### src/rtl/fetch_decode_queue.sv
// Instruction queue between Fetch and Decode: in-order {inst, PC} buffer with
// valid/ready on both sides, flush on taken branch/jump, and NOP when empty.
module fetch_decode_queue #(
  parameter int DEPTH = 4,
  parameter int PTR_W = 2
) (
  input  logic             clk,
  input  logic             reset,
  input  logic             flush,
  input  logic             in_valid,
  output logic             in_ready,
  input  logic [31:0]      in_inst,
  input  logic [31:0]      in_pc,
  output logic             out_valid,
  input  logic             out_ready,
  output logic [31:0]      out_inst,
  output logic [31:0]      out_pc,
  output logic [31:0]      out_pc_plus4,
  output logic [PTR_W:0]   count
);

  localparam logic [PTR_W:0]   FULL_CNT = (PTR_W+1)'(DEPTH);
  localparam logic [PTR_W-1:0] PTR_ONE  = PTR_W'(1);
  localparam logic [PTR_W:0]   CNT_ONE  = (PTR_W+1)'(1);

  // Each entry keeps {inst, pc} together so they can never drift apart.
  logic [63:0]      mem [DEPTH];
  logic [PTR_W-1:0] wr_ptr;
  logic [PTR_W-1:0] rd_ptr;
  logic             push;
  logic             pop;
  logic [63:0]      head;

  assign in_ready  = (count != FULL_CNT);
  assign out_valid = (count != '0);
  assign push      = in_valid & in_ready;
  assign pop       = out_valid & out_ready;

  // Data storage carries no reset; stale words are masked by out_valid.
  always_ff @(posedge clk) begin
    if (push) begin
      mem[wr_ptr] <= {in_inst, in_pc};
    end
  end

  always_ff @(posedge clk) begin
    if (reset || flush) begin
      wr_ptr <= '0;
      rd_ptr <= '0;
      count  <= '0;
    end else begin
      if (push) wr_ptr <= wr_ptr + PTR_ONE;
      if (pop)  rd_ptr <= rd_ptr + PTR_ONE;
      case ({push, pop})
        2'b10:   count <= count + CNT_ONE;
        2'b01:   count <= count - CNT_ONE;
        default: count <= count;
      endcase
    end
  end

  assign head = mem[rd_ptr];

  always_comb begin
    out_inst     = 32'h0;
    out_pc       = 32'h0;
    out_pc_plus4 = 32'h0;
    if (out_valid) begin
      out_inst     = head[63:32];
      out_pc       = head[31:0];
      out_pc_plus4 = head[31:0] + 32'd4;
    end
  end

endmodule

### config.mk
export PLATFORM = sky130hd
export DESIGN_NAME = fetch_decode_queue
export DESIGN_NICKNAME = d
export VERILOG_FILES = /design/src/rtl/fetch_decode_queue.sv
export SDC_FILE = /design/constraint.sdc
export NUM_CORES = 1
export LEC_CHECK = 0
export BUFFER_PORTS_ARGS = -buffer_cell sky130_fd_sc_hd__buf_2
export CORE_MARGIN = 2
export CORE_UTILIZATION = 45
export CTS_CLUSTER_SIZE = 40
export DETAILED_ROUTE_END_ITERATION = 6
export HOLD_SLACK_MARGIN = 0.06
export PLACE_DENSITY = 0.68
export SLEW_MARGIN = 25
export SYNTH_ARGS = -nofsm -noshare
export SYNTH_HDL_FRONTEND = slang
export SYNTH_SLANG_ARGS = --single-unit
export TNS_END_PERCENT = 50
### constraint.sdc
create_clock -name clk -period 2.5 [get_ports clk]
set_clock_uncertainty 0.05 [all_clocks]
set_input_delay 0.125 -clock clk [delete_from_list [all_inputs] [get_ports clk]]
set_output_delay 0.125 -clock clk [all_outputs]
set_load 0.05 [all_outputs]
==> out/results.ini, run 1 <==
[worst_setup_path]
crit_path_cell_trace = buf_12, buf_12, mux4_2, nand3_4, or4_4, buf_6, o31ai_1, buf_4, a21oi_4, buf_6
r2r_slack_ps = 90
path_delay_family = buffers and inverters
cp-end-kind = primary output
worstReg2RegStart = count[2]
crit_type = reg -> out
cp.required_ps = 2330
rr_endpoint = count[2]
cp_max_fo = 7
path_buf_inv = 5
cp.arrival_ps = 3110
start_kind = register
cp_num_cells = 10
endpoint = out_pc_plus4[23]
max_stage_delay_ps = 540
rr_worst_depth = 9
crit_slowest_cell = or4_4

[global_route]
met1_usage_pct = 25.0
met2_usage_pct = 31.7
top_usage_layer = met2
grt_start_max_net_pins = 65
grt_overflow_total = 0
grtUsageMet3_pct = 3.51
first_global_vias = 6838
antenna_found_initial = 2
track_usage_pct = 18.6
grt_pass1_wl_um = 37400

[placed_design]
hpwlAfterDp_um = 14800
numPortBuffers = 169
place_area_um2 = 12800
place_congestion = 0.871

[layout]
design_area_um2 = 14900
fin_util_pct = 61.7
syn2layout_area_growth_pct = 35.4
drive_above_1_share_pct = 45.4
fillers = 1768
nets = 985

[sta]
period_needed_ps = 3290
tns_ps = -14130
tightest_slew_ps = 580
finalMaxSlewViolations = 0
finalHoldViolCount = 0
max_freq_ghz = 0.304
grt_setup_unrepaired = true
fin_crit_sh_pct = 131
finalSetupViolations = 51
slew-limit-headroom_pct = 61.3
setup_ws_ps = -786

[clocking]
cts_buffer_depth = 3
cts.reportedPaths.clkPinSlew_ps = 60
htree_num_levels = 1
cts_tree = built
clk_latency_ps = 520
clkSinkCount = 265
cts_buffers = 26
cts_root_buf = clkbuf_16

[yosys]
yosysWarnings = 0
yosysSeqAreaShare_pct = 71.4
synth.cell_area_um2 = 11000
synth-main-ff-cell = edfxtp_1
async_flop_share_pct = 0
ys_seq_elements = 265
yosysUniqueCellTypes = 40
synthCells = 588
synth_edf_count = 256
synth_area_per_cell_um2 = 18.7
synth_fp_nets = 664

[power_and_ir_drop]
ir_worst_vdd_v = 0.000659
clkPwrFrac_pct = 35.4
p_int_mw = 7.47
seqPwrFrac_pct = 50.8
power_density_nw_per_um2 = 662
switching_share_pct = 24.4
combPwrFrac_pct = 13.8
p_switching_mw = 2.41
power.leakage_nw = 5.30

[detailed_routing]
wl_per_cell_um = 19.5
route.detailed.drc = 0
drt-initial-drc-count = 328
viasPerCell = 5.26
totalWireLength_um = 24400
drt_first_pass_iters = 5
vias = 6586
ant_nets = 0

[die]
rows = 57
die_area_um2 = 25800
num_io_pins = 170
coreArea_um2 = 24200
die_w_um = 161
initial_core_util_pct = 45.6
die_h_um = 161

[flow_run]
maxCapViolations = 0

[run_status]
failed_checks = negative setup slack
status = complete, but fails checks

[worst_hold_path]
hp-start = in_inst[29]
min_path_cells = 2
hp-class = in -> reg

## cell families (layout without fill, tap and decap cells)
logic type	count (synthesis)	count (layout)	synth area share, %
fa+ha+maj	7	7	0.863
simple gates	160	162	8.67
other cells	0	1	0
buf+inv	41	378	2.26
xor+xnor	17	17	1.35
compound gates	32	32	1.68
flops	265	265	71.4
mux	66	66	13.8
## worst register-to-register path, cell delays in order (launching register included)
cell	delay [ps]
dfxtp_1	480
nand3_4	160
and2_1	230
inv_1	100
ha_1	190
inv_1	60
fa_1	380
xor2_1	170
or3_1	320
a21oi_1	180
## placed cells by master (no fill, tap or decap), types with 4 or more instances in the layout
cell type and count:
edfxtp_1 256, o31ai_1 9, clkinv_2 5, buf_6 52, xor2_1 4, dlygate4sd3_1 69
buf_12 9, o21ai_0 5, nand2_1 11, inv_1 9, or4_4 13, buf_4 60
dfxtp_1 7, nand3_1 6, nor2_1 27, clkbuf_16 27, and2_4 6, a21oi_4 11
and3_4 5, mux4_2 62, buf_2 128, and2_1 58, xnor2_1 12, clkinv_1 8
ha_1 5
## what timing repair did
item,4_1_cts,5_1_grt
gates resized for setup,63,95
pin swaps,1,19
hold buffers,69,0
hold endpoints to repair,265,0
gates cloned,0,2
setup buffers,2,15
setup endpoints to repair,74,78
## state kept, by name (all words and copies together) (netlist names), named ones only
signal	flops
mem	256
rd_ptr	2
count	3
wr_ptr	2
## cell usage after synthesis (11+ instances only)
master	count	area, µm²
mux4_2	49	1100
and2_1	64	400
inv_1	12	45.0
clkbuf_1	12	45.0
nand3_1	11	55.1
xnor2_1	13	114
nand2_1	12	45.0
edfxtp_1	256	7690
mux4_1	15	394
a21oi_1	17	85.1
nor2_1	28	105
## how the worst min path moves through the flow
stage | to | slack [ps]
after floorplan | mem[0][0] | 170
after global placement | mem[0][55] | 280
after detailed placement | mem[3][53] | 290
after CTS | mem[0][53] | 280
after global routing | mem[0][49] | 300
final | mem[2][61] | 310
## power by group through the flow
stage | Combinational [mW] | Sequential (mW) | Clock (mW)
after floorplan | 0.761 | 5.11 | 0
after global placement | 1.13 | 5.11 | 0
after detailed placement | 1.15 | 5.12 | 0
after CTS | 1.28 | 5.02 | 3.59
after global routing | 1.44 | 5.03 | 3.77
final | 1.36 | 5.02 | 3.50
## cell type report
type | instances | area [µm²] | area share, %
antenna | 1 | 2.50 | 0.0168
tap | 324 | 405 | 2.72
clock inverter | 17 | 87.6 | 0.587
clock buffer | 29 | 683 | 4.58
timing repair buffer | 320 | 2590 | 17.4
multi-input combinational | 284 | 3230 | 21.6
inverter | 12 | 45.0 | 0.302
sequential | 265 | 7880 | 52.8
## metal layers
layer / vias to the layer above / wire (µm) / part of all wire, %
met5: - / 13 / 0.053
met4: 2 / 395 / 1.6
met3: 42 / 1450 / 6.0
met2: 221 / 12100 / 50
li1: 2992 / - / -
met1: 3329 / 10400 / 43
## stage by stage
step                      hold WS (ps)  power, mW  worst slack (ps)  std cells
after global routing               301       10.2              -847       1252
after CTS                          279       9.89              -746       1234
after global placement             283       6.24              -264       1117
after detailed placement           291       6.27              -309       1117
after floorplan                    174       5.87              -220        588
final                              308       9.88              -786       1252
Power figures use the tool's default switching activity.
==> inputs of run 2 (changes only) <==
--- a/config.mk
+++ b/config.mk
@@ -11,7 +11,7 @@
 export CTS_CLUSTER_SIZE = 40
 export DETAILED_ROUTE_END_ITERATION = 6
 export HOLD_SLACK_MARGIN = 0.06
-export PLACE_DENSITY = 0.68
+export PLACE_DENSITY = 0.66
 export SLEW_MARGIN = 25
 export SYNTH_ARGS = -nofsm -noshare
 export SYNTH_HDL_FRONTEND = slang
==> constraint.sdc (replaced) <==
create_clock -name clk -period 4.08 [get_ports clk]
set_clock_uncertainty 0.05 [all_clocks]
set_input_delay 0.204 -clock clk [delete_from_list [all_inputs] [get_ports clk]]
set_output_delay 0.204 -clock clk [all_outputs]
set_load 0.05 [all_outputs]
==> run 2 against run 1 <==
Compared with the run above: highest routed layer is now met4; global-route usage shrank 0.99 points; combinational power is 49% lower; final area decreased by 7.6%; the flow now finishes without violations; non-clock buffer count decreased by 76; largest cell class unchanged; sequential power decreased by 39%.
==> out/results.ini, run 2 (synthesis gave the netlist of run 1 again) <==
[run_status]
status = finished, final reports clean

[layout]
largest_register_ffs = 256
nets = 907
final_common_cell = edfxtp_1
top_regs = mem (256), count (3)
syn2layout_area_growth_pct = 25.1
design_area_um2 = 13800
largest_register = mem
drive_above_1_share_pct = 33.5
most-common-layout-cells = edfxtp_1 (256), buf_2 (169), dlygate4sd3_1 (66)

[die]
rows = 57
die_area_um2 = 25800
die_w_um = 161
num_io_pins = 170
coreArea_um2 = 24200
die_h_um = 161
initial_core_util_pct = 45.6

[detailed_routing]
drt_first_pass_iters = 5
vias = 6228
wl_per_cell_um = 19.2
totalWireLength_um = 22600
route.detailed.drc = 0
viasPerCell = 5.29
drt-initial-drc-count = 501
ant_nets = 0

[sta]
grt_setup_unrepaired = false
tns_ps = 0
fin_crit_sh_pct = 92.6
period_needed_ps = 3780
tightest_slew_ps = 610
finalMaxSlewViolations = 0
slew-limit-headroom_pct = 59.3
finalSetupViolations = 0
max_freq_ghz = 0.265
finalHoldViolCount = 0

[placed_design]
place_area_um2 = 12100
hpwlAfterDp_um = 13500
place_congestion = 0.842
numPortBuffers = 169

[worst_setup_path]
worstReg2RegStart = count[0]
rr_endpoint = count[2]
crit_slowest_cell = dfxtp_4
cp-end-kind = primary output
cp.arrival_ps = 3520
start_kind = register
cp.required_ps = 3830
crit_type = reg -> out
path_delay_family = simple AND/OR/NAND/NOR gates
rr_worst_depth = 10
max_stage_delay_ps = 630
cp_max_fo = 25
path_buf_inv = 1
r2r_slack_ps = 1590
crit_path_cell_trace = mux4_1, ha_1, and3_1, nand3_1, or4_1, a21oi_1, buf_2

[flow_run]
maxCapViolations = 0

[clocking]
clkSinkCount = 265
cts_tree = built
cts_root_buf = clkbuf_16
htree_num_levels = 1
cts_buffer_depth = 3
clk_latency_ps = 510
cts_buffers = 26
cts_setup_buffers = 0
cts.reportedPaths.clkPinSlew_ps = 60

[power_and_ir_drop]
power.leakage_nw = 4.88
power_density_nw_per_um2 = 451
ir_worst_vdd_v = 0.000487

[worst_hold_path]
hp-class = in -> reg
min_to = rd_ptr[0]
hp-start = out_ready
min_path_cells = 4

[global_route]
first_global_vias = 6447
grt_overflow_total = 0
antenna_found_initial = 2
track_usage_pct = 17.6
grt_start_max_net_pins = 65
grt_pass1_wl_um = 35500

## run 2: cell type report
cell class                 instances  area (µm²)
clock buffer                      29         662
tap                              324         405
timing repair buffer             244        1640
multi-input combinational        282        2930
fill                            1837       10400
inverter                          12        45.0
antenna                            2        5.00
sequential                       265        7880
clock inverter                    19         225
## run 2: tightest hold or removal path: stages
cell,delay (ps)
buf_2,70
and2_1,180
xnor2_1,100
nor2_1,80
## run 2: worst max path at each step
stage | from | slack (ps) | cells after the start | endpoint
after CTS | register | 280 | 7 | out_pc_plus4[28]
after global routing | register | 60 | 7 | out_pc_plus4[30]
after detailed placement | register | 860 | 7 | out_pc_plus4[28]
final | register | 300 | 7 | out_pc_plus4[28]
after global placement | register | 960 | 7 | out_pc_plus4[28]
after floorplan | count[1] | 630 | 3 | mem[0][0]
## run 2: power breakdown
group          internal, mW  switching [mW]  total (mW)  leakage (nW)
combinational         0.224           0.465       0.689          2.03
clock                  1.48           0.966        2.45         0.432
sequential             3.06          0.0200        3.08          2.43
## run 2: stage by stage
step           instances  worst slack (ps)  utilization (%)  hold WS [ps]  power [mW]
2_1_floorplan        588               627                -           253        3.58
5_1_grt             1177              62.1             57.0           115        6.43
6_report            1177               303             57.0           105        6.21
3_3_place_gp        1057               963             50.2           362        3.75
4_1_cts             1171               282             56.6          86.8        6.26
3_5_place_dp        1057               856             50.2           372        3.77
## run 2: timing repair
| item | 4_1_cts | 5_1_grt |
|---|---|---|
| hold endpoints to repair | 265 | 0 |
| gates resized for setup | 0 | 0 |
| hold buffers | 66 | 0 |
## run 2: metal layers
metal	routed length, µm	GRT usage [%]	share of wire (%)	vias up
li1	-	-	-	2839
met1	9570	23.8	42	3096
met2	11200	29.8	49	260
met3	1500	3.38	6.6	33
met4	391	4.22	1.7	0
met5	0	0	0	-
==> inputs of run 3 (changes only) <==
--- a/config.mk
+++ b/config.mk
@@ -5,13 +5,14 @@
 export SDC_FILE = /design/constraint.sdc
 export NUM_CORES = 1
 export LEC_CHECK = 0
+export ABC_AREA = 1
 export BUFFER_PORTS_ARGS = -buffer_cell sky130_fd_sc_hd__buf_2
 export CORE_MARGIN = 2
 export CORE_UTILIZATION = 45
 export CTS_CLUSTER_SIZE = 40
 export DETAILED_ROUTE_END_ITERATION = 6
 export HOLD_SLACK_MARGIN = 0.06
-export PLACE_DENSITY = 0.66
+export PLACE_DENSITY = 0.65
 export SLEW_MARGIN = 25
 export SYNTH_ARGS = -nofsm -noshare
 export SYNTH_HDL_FRONTEND = slang
==> run 3 against run 2 <==
Compared with the run above: core utilization decreased by 0.73 points; critical path type unchanged; clock power decreased by 4%; largest cell class unchanged; register-to-register slack got worse by 30 ps; sequential power about the same; via count increased by 50%; global-route usage increased by 4.3 points.
==> out/results.ini, run 3 <==
[yosys]
synth-main-ff-cell = edfxtp_1
yosysWarnings = 0
yosysSeqAreaShare_pct = 65.3
synth_top_area_cell = edfxtp_1
async_flop_share_pct = 0
synth_edf_count = 256
synth_top_area_share_pct = 63.8
synthCells = 1238
synth.area.top_cells = edfxtp_1 (64%), nand2_1 (11%), nor2_1 (8.0%)
synth.cell_area_um2 = 12100
ys_seq_elements = 265
synth_fp_nets = 1314
synth_area_per_cell_um2 = 9.74
yosysUniqueCellTypes = 29
ys_top_cells_by_count = nand2_1 (356), nor2_1 (257), edfxtp_1 (256), o21ai_0 (86), nand3_1 (76)
synth_most_common_cell = nand2_1

[worst_setup_path]
cp-end-kind = primary output
crit_path_cell_trace = buf_12, nand2_1, nand2_1, nand2_1, nand2_1, ha_1, nand3_1, nor2_4, nand3_2, nor2_4, nand2_1, nand2_1, inv_1, nor2_1, buf_2
crit_type = reg -> out
cp_max_fo = 135
path_delay_family = simple AND/OR/NAND/NOR gates
max_stage_delay_ps = 450
crit_path_frequent_cell = nand2_1
crit_slowest_cell = buf_12
path_buf_inv = 3
cp.required_ps = 3830
cp.arrival_ps = 3460
start_kind = register

[clocking]
htree_num_levels = 1
cts_root_buf = clkbuf_16
clk_latency_ps = 550
cts_buffers = 28
clkSinkCount = 265
cts.reportedPaths.clkPinSlew_ps = 60
cts_tree = built
cts_buffer_depth = 3

[die]
die_area_um2 = 28100
initial_core_util_pct = 46.0
coreArea_um2 = 26200
num_io_pins = 170
die_h_um = 168
die_w_um = 168
rows = 59

[layout]
final_common_cell = nand2_1
syn2layout_area_growth_pct = 22.4
final_cells = 1819
most-common-layout-cells = nand2_1 (356), edfxtp_1 (256), nor2_1 (253)
fillers = 2308
nets = 1539
largest_register = mem
drive_above_1_share_pct = 16.7
largest_register_ffs = 256
top_regs = mem (256), count (3)

[global_route]
track_usage_pct = 21.9
grt_start_max_net_pins = 136
grt_pass1_wl_um = 48300
antenna_found_initial = 2
first_global_vias = 9236
grt_overflow_total = 0

[detailed_routing]
route.detailed.drc = 0
ant_nets = 0
vias = 9341
wl_per_cell_um = 16.7
totalWireLength_um = 30500
drt_first_pass_iters = 5
drt-initial-drc-count = 554
viasPerCell = 5.14

[power_and_ir_drop]
p_int_mw = 4.64
p_switching_mw = 1.76
clkPwrFrac_pct = 36.6
power_density_nw_per_um2 = 434
power.leakage_nw = 6.01
combPwrFrac_pct = 15.1
switching_share_pct = 27.5
total_power_mw = 6.40
seqPwrFrac_pct = 48.3
ir_worst_vdd_v = 0.000378

[sta]
finalSetupViolations = 0
tightest_slew_ps = 1020
grt_setup_unrepaired = false
setup_ws_ps = 371
period_needed_ps = 3710
max_freq_ghz = 0.270
finalMaxSlewViolations = 0
finalHoldViolCount = 0
slew-limit-headroom_pct = 31.7
tns_ps = 0
fin_crit_sh_pct = 90.9

[placed_design]
pre_cts_ws_ps = 943
hpwlAfterDp_um = 19000
place_congestion = 0.961
numPortBuffers = 169
dp.cells = 1700

[flow_run]
maxCapViolations = 0

[run_status]
status = finished, final reports clean

[worst_hold_path]
hp-class = in -> reg

==> run 3: cell types whose count changed after synthesis, sizes merged, moves of 13 or more <==
| cell | before | now |
|---|---|---|
| o21ai | 5 | 86 |
| buf | 13 | 40 |
| nor2 | 28 | 268 |
| mux4 | 64 | 0 |
| and2 | 65 | 0 |
| inv | 12 | 46 |
| xnor2 | 13 | 0 |
| nand3 | 11 | 77 |
| nand2 | 12 | 359 |
| a21oi | 17 | 53 |
==> run 3: area by class of cell <==
class,instances,area (µm²),share of cell area (%)
Sequential cell,265,7880,53.4
Multi-Input combinational cell,866,3730,25.3
Timing Repair Buffer,255,1700,11.5
Clock inverter,15,125,0.848
Antenna cell,1,2.50,0.0170
Inverter,47,180,1.22
Clock buffer,35,727,4.93
Tap cell,335,419,2.84
==> run 3: power by group through the flow <==
| stage | Sequential [mW] | Combinational, mW | Clock [mW] |
|---|---|---|---|
| after floorplan | 3.16 | 0.638 | 0 |
| after global placement | 3.15 | 0.906 | 0 |
| after detailed placement | 3.15 | 0.912 | 0 |
| after CTS | 3.09 | 0.968 | 2.39 |
| after global routing | 3.10 | 1.05 | 2.50 |
| final | 3.09 | 0.966 | 2.34 |
==> run 3: worst paths after layout <==
path	start	to	slack, ps	depth (start not counted)
worst max-delay path	register	out_pc_plus4[22]	370	15
worst min-delay path	in_valid	wr_ptr[0]	260	3
worst max register to register	count[0]	mem[0][10]	1560	5
worst min register to register	rd_ptr[0]	rd_ptr[0]	450	2
==> run 3: tightest hold or removal path, stage by stage <==
cell     delay (ps)
buf_2            80
nand2_1         300
a21oi_1         240
==> run 3: kinds of logic (layout without fill, tap and decap cells) <==
| family | after synthesis | in the layout | share of synthesized area [%] |
|---|---|---|---|
| xor+xnor | 3 | 3 | 0.218 |
| compound gates | 144 | 144 | 6.09 |
| simple gates | 712 | 712 | 23.5 |
| fa+ha+maj | 7 | 7 | 0.789 |
| flops | 265 | 265 | 65.3 |
| buf+inv | 107 | 352 | 4.12 |
| other cells | 0 | 1 | 0 |
==> run 3: through the flow <==
stage,utilization (%),hold WS [ps],cell area (µm²)
2_1_floorplan,-,232,12100
3_3_place_gp,50.4,339,13200
3_5_place_dp,50.4,339,13200
4_1_cts,56.3,260,14800
5_1_grt,56.3,284,14800
6_report,56.3,264,14800
==> run 3: per-layer routing <==
metal	vias up	share of wire, %	GRT usage (%)
li1	4606	-	-
met1	4309	42	28.4
met5	-	0.043	0
met2	354	47	37.1
met3	70	7.6	4.61
met4	2	2.8	6.77
==> run 3: what timing repair did <==
item / 4_1_cts / 5_1_grt
hold buffers: 68 / 0
gates resized for setup: 0 / 0
hold endpoints to repair: 265 / 0
buffers inserted: 0 / 0
